--- src/rtl/bnn_mlp_core.sv ---
// bnn_mlp_core: 4-input, 4-neuron binarized layer evaluated one neuron per cycle
module bnn_mlp_core (
   input  logic       clk,
   input  logic       rst_n,
   input  logic       cmd_valid,
   input  logic [7:0] cmd,
   input  logic       start,
   output logic       busy,
   output logic       done,
   output logic [3:0] results
);
   typedef enum logic [1:0] {S_IDLE, S_COMP, S_FIN} state_t;
   state_t      state;
   logic [3:0]  x, scratch, row, bias, xn;
   logic [15:0] w, b;
   logic [2:0]  ptr, pop;
   logic [1:0]  idx;
   logic [5:0]  sum;
   logic        act;
   // 6-bit modular sum covers -12..11; the sign bit alone decides the activation
   always_comb begin
      row = w[{idx, 2'b00} +: 4];
      bias = b[{idx, 2'b00} +: 4];
      xn = ~(x ^ row);
      pop = 3'(xn[0]) + 3'(xn[1]) + 3'(xn[2]) + 3'(xn[3]);
      sum = {2'b00, pop, 1'b0} - 6'd4 + {{2{bias[3]}}, bias};
      act = ~sum[5];
   end
   always_ff @(posedge clk or negedge rst_n) begin
      if (!rst_n) begin
         state <= S_IDLE;
         x <= '0;
         w <= '0;
         b <= '0;
         ptr <= '0;
         idx <= '0;
         scratch <= '0;
         results <= '0;
         busy <= 1'b0;
         done <= 1'b0;
      end else begin
         done <= 1'b0;
         if (cmd_valid && !busy) begin
            case (ptr)
               3'd0: x <= cmd[3:0];
               3'd1: w[7:0] <= cmd;
               3'd2: w[15:8] <= cmd;
               3'd3: b[7:0] <= cmd;
               default: b[15:8] <= cmd;
            endcase
            ptr <= (ptr == 3'd4) ? 3'd0 : ptr + 3'd1;
         end
         case (state)
            S_IDLE: if (start) begin
               state <= S_COMP;
               idx <= '0;
               busy <= 1'b1;
            end
            S_COMP: begin
               scratch[idx] <= act;
               idx <= idx + 2'd1;
               if (idx == 2'd3) state <= S_FIN;
            end
            default: begin
               results <= scratch;
               done <= 1'b1;
               busy <= 1'b0;
               state <= S_IDLE;
            end
         endcase
      end
   end
endmodule

--- config.mk ---
export PLATFORM = sky130hd
export DESIGN_NAME = bnn_mlp_core
export DESIGN_NICKNAME = d
export VERILOG_FILES = /design/src/rtl/bnn_mlp_core.sv
export SDC_FILE = /design/constraint.sdc
export NUM_CORES = 1
export LEC_CHECK = 0
export CAP_MARGIN = 10
export CORE_UTILIZATION = 31
export DETAILED_ROUTE_END_ITERATION = 10
export GPL_ROUTABILITY_DRIVEN = 0
export PLACE_DENSITY = 0.49
export SLEW_MARGIN = 20
export SYNTH_ARGS = -nofsm -noshare
export SYNTH_HDL_FRONTEND = slang
export SYNTH_SLANG_ARGS = --single-unit
--- constraint.sdc ---
create_clock -name clk -period 6.7 [get_ports clk]
set_clock_uncertainty 0.2 [all_clocks]
set_input_delay 1.34 -clock clk [delete_from_list [all_inputs] [get_ports clk]]
set_output_delay 1.34 -clock clk [all_outputs]
set_load 0.1 [all_outputs]
# Yosys cells after proc, flatten, opt, wreduce, memory -nomap -nowiden
# Index checks and enable logic that the tools add are counted.
[classes]
bitwise = 5
reduce_logical = 16
eq_ne = 8
n_mux = 12
order_cmp = 2
add_sub_neg = 7
shifts = 2
[ops]
columns = ["cell", "n"]
rows = [
  ["$shiftx 16x5->4", 2],
  ["$reduce_and 2->1", 8],
  ["$pmux 2 s2", 2],
  ["$add 5x4->6", 1],
  ["$eq 3x2->1 const B", 2],
  ["$mux 2", 3],
  ["$sub 4x3->5 const B", 1],
  ["$bwmux 4", 1],
  ["$ne 2x2->1 const B", 2],
  ["$not 4->4", 1],
  ["$reduce_or 4->1", 1],
  ["$xor 4x4->4", 1],
  ["$add 2x1->3", 1],
  ["$add 3x1->3", 1],
  ["$add 3x1->3 const B", 1],
  ["$eq 3x1->1 const B", 1],
  ["$eq 3x3->1 const B", 1],
  ["$logic_not 3->1", 1],
  ["$lt 2x3->1 const B", 1],
  ["$mux 1", 3],
  ["$mux 3", 1],
  ["$not 1->1", 3],
  ["$add 1x1->2", 1],
  ["$add 2x1->2 const B", 1],
  ["10 further kinds", 11],
]
[word_totals]
regBits = 53
input_bits = 12
wordCells = 64
output_inout_bits = 6

# Logic depth before layout (Yosys ltp)
[depth]
ltp_word = 10
mapped_depth = 13
depth_no_buf = 12

# Worst setup path after synthesis
# No wires, ideal clock.
[synth_timing]
path_type = "register to register"
start = "reg idx[0]"
end = "reg scratch[2]"
n_path_buf = 1
arrival_ns = 3.174
required_time_ns = 6.368
setup_ns = 0.132
synth_period_minus_slack_ns = 3.506
path_stages_with_launch = 14
setup_slack_ns = 3.194
cell_sequence = "dfrtp_1 buf_4 mux4_2 xnor2_1 fa_1 ha_1 inv_1 ha_1 inv_1 ha_1 nand4_1 o221ai_2 mux2i_1 o211ai_1"
[synth_via]
elab_chain_len = 10
word_cells_on_any_way = 16
cone_classes = "5 x add/sub; 2 x order compare; 2 x shift; 3 x mux; 3 x bitwise; 1 x reduce/logical"
[synth_rtl]
columns = ["item", "line", "source"]
rows = [
  ["start: declaration", "17", "logic [1:0] idx;"],
  ["start signal: assignment", "61", "idx <= idx + 2'd1;"],
  ["$shiftx 16x5->4", "22", "row = w[{idx, 2'b00} +: 4];"],
  ["$xor 4x4->4", "24", "xn = ~(x ^ row);"],
  ["$not 4->4", "24", ""],
  ["$add 1x1->2", "25", "pop = 3'(xn[0]) + 3'(xn[1]) + 3'(xn[2]) + 3'(xn[3]);"],
  ["$add 2x1->3", "25", ""],
  ["$add 3x1->3", "25", ""],
  ["$sub 4x3->5", "26", "sum = {2'b00, pop, 1'b0} - 6'd4 + {{2{bias[3]}}, bias};"],
  ["$add 5x4->6", "26", ""],
  ["$not 1->1", "27", "act = ~sum[5];"],
  ["$bwmux 4 *", "60", "scratch[idx] <= act;"],
  ["end signal: indexed assignment", "60", ""],
  ["end: declaration", "14", "logic [3:0] x, scratch, row, bias, xn;"],
]
# Mark *: on every way between the ends. The rest lies on a longest branch, timed or not.
# A chain may end at the register's enable or synchronous reset.

# Worst setup path in the final report
[layout_timing]
start = "reg idx[0]"
end = "reg scratch[1]"
# The elaborated chain is that of the path after synthesis.

==> results.md <==
- Status: complete, no violations
- Worst-skew pair later-pin latency: 0.30 ns
- Netlist cell types: 32
- Most used flip-flop cell after synthesis: dfrtp_1
- Worst-path clk slew: 0.10 ns
- DP Worst Slack: 2.73 ns
- Resize count post-CTS: 0
- Diodes inserted: 0
- Critical Path AT: 3.89 ns
- Vias in the first global route: 1455
- Met2 usage: 18.8%
- Chip Height: 91.1 um
- CP Depth: 12
- CTS Root Cell: clkbuf_8
- Worst path slowest cell: dfrtp_1
- Total gr overflow: 0
- GR Util met3: 2.51%
- Synthesized instance count: 182
- Hold depth: 1
- Post-route antenna net violation count: 0
- Post-CTS Hold Fix Bufs: 0
- Max_slew headroom: 35.7%
- Cell chain of the critical path: mux4_2, xnor2_1, fa_1, ha_1, inv_1, ha_1, inv_1, ha_1, nand4_1, o221ai_2, mux2i_1, o211ai_1
- Hold Fails Final Rpt: 0
- Number of antenna violations at the first check in global routing: 0
- CP max FO: 12
- M1 GR Usage: 14.8%
- Crit Path Category: register to register
- Final Cycle Share: 58.5%
- Post-synth top area cell: dfrtp_1
- Worst setup SP type: register
- Largest stage delay, worst path: 0.72 ns
- Most common cell in the netlist: dfrtp_1
- Total number of yosys warnings: 0
- Final setup margin: 2.78 ns
- Crit path time final: 3.92 ns
- Sinks on Clock Net: 49
- Syn Nets: 209
- Final setup fails: 0
- Pre-Repair DR Iteration Count: 4
- Num CTS Buffers: 5
- Post-synthesis cell area: 2460 um2
- 1st-iter DRT viols: 35
- Cells taking the most area after synthesis: dfrtp_1 (50%), mux2_2 (16%), ha_1 (7.1%)
- Setup bufs post-CTS: 0
- Core ar.: 7690 um2
- H-tree depth: 2
- Yosys reg bits: 49
- Crit path required time: 6.67 ns
- Least-Margin Pin Slew: 0.962 ns
- Starting Density: 32.0%
- Layout cells sized above 1: 28.5%
- Count of filler cells inserted in the layout: 761
- HP Class: register to register
- Worst Path Buf+Inv: 2
- Die X-Extent: 91.1 um
- WL/cell: 14.2 um
- CTS tree: done
- IO buf count: 17
- GRT Util Overall: 11.4%
- EDFF count, synth: 0
- Avg Vias per Cell: 4.66
- Largest net degree at the start of global routing: 50
- Total negative slack: 0 ns
- Residual DRC: 0
- Unrepaired setup endpoints after global routing: false
- # Max-Cap Violations: 0
- Post-synth ARST share: 100%
- Post-synth top area share: 49.8%
- Max frequency: 0.255 GHz
- First-pass GRT wire length: 7320 um
- Grt peak-use layer: met2
- Clk buf depth: 2
- R2R depth: 12
- Final Max Slew Viols: 0
- IO Pins: 18
- # rows: 32
- Syn-to-layout area delta: 15.2%
- Die area: 8300 um2
- Top post-synthesis cells by count: dfrtp_1 (49), mux2_2 (36), ha_1 (14)
- Mean Syn Cell Area: 13.5 um2
- Vias: 1408
- Worst setup EP type: register
- Top delay family on crit path: adder cells
- Hpwl dp: 2970 um
- Final #Nets: 226
- Final wirelength: 4290 um
- Most used cell, CP: ha_1
- Sequential share of the synthesized area: 49.8%
[layer usage]
metal,vias to the layer above,routed length [um]
met5,-,0
met4,0,38
met3,2,105
met2,14,2000
met1,709,2150
li1,683,-
[flip-flops by register name, indices dropped and copies added, names as in the netlist]
| signal | flops |
|---|---|
| w | 16 |
| b | 12 |
| results | 4 |
| scratch | 4 |
| x | 4 |
| ptr | 3 |
| idx | 2 |
| state | 2 |
| busy | 1 |
| done | 1 |
[metrics by stage]
stage | util (%) | instance area [um2] | hold WS [ns] | instances
6_report | 36.9 | 2840 | 0.298 | 302
5_1_grt | 36.9 | 2840 | 0.325 | 302
4_1_cts | 36.9 | 2840 | 0.307 | 302
3_5_place_dp | 35.4 | 2720 | 0.284 | 294
3_3_place_gp | 35.4 | 2720 | 0.272 | 294
2_1_floorplan | - | 2460 | 0.249 | 182
[cell families (layout without fill, tap and decap cells)]
logic type      Yosys count  after routing  synth area share (%)
compound gates           13             13                  3.96
xor+xnor                  4              4                  1.42
fa+ha+maj                15             15                  7.93
buf+inv                  18             36                  3.35
flops                    49             49                  49.8
mux                      49             49                  24.8
simple gates             34             34                  8.69
[cell usage in the layout, fill, tap and decap left out, types with 4 or more instances in the layout]
cell / instances
dfrtp_1: 49
xnor2_1: 4
ha_1: 14
and3_1: 4
nor3_1: 5
mux4_2: 6
clkbuf_8: 6
inv_1: 10
o211ai_1: 4
nand3b_1: 5
clkdlybuf4s50_1: 16
mux2i_1: 6
nand2_1: 11
mux2_2: 36
[cell type report]
class	count	area (um2)	share of cell area, %
sequential	49	1230	43.2
timing repair buffer	18	173	6.08
multi-input combinational	115	1150	40.7
inverter	10	37.5	1.32
clock inverter	2	37.5	1.32
tap	102	128	4.50
clock buffer	6	82.6	2.91
[final timing paths]
check / from / end / slack [ns]
max in group asynchronous: rst_n / idx[0] / 4.92
hold / removal: w[2] / w[2] / 0.30
min in group asynchronous: rst_n / done / 0.92
hold reg to reg: w[2] / w[2] / 0.30
setup / recovery: idx[0] / scratch[1] / 2.78
setup reg to reg: idx[0] / scratch[1] / 2.78
Power is left out: the tool's default activity adds up to more than one toggle a clock period on the data nets, which glitch-free logic cannot reach.
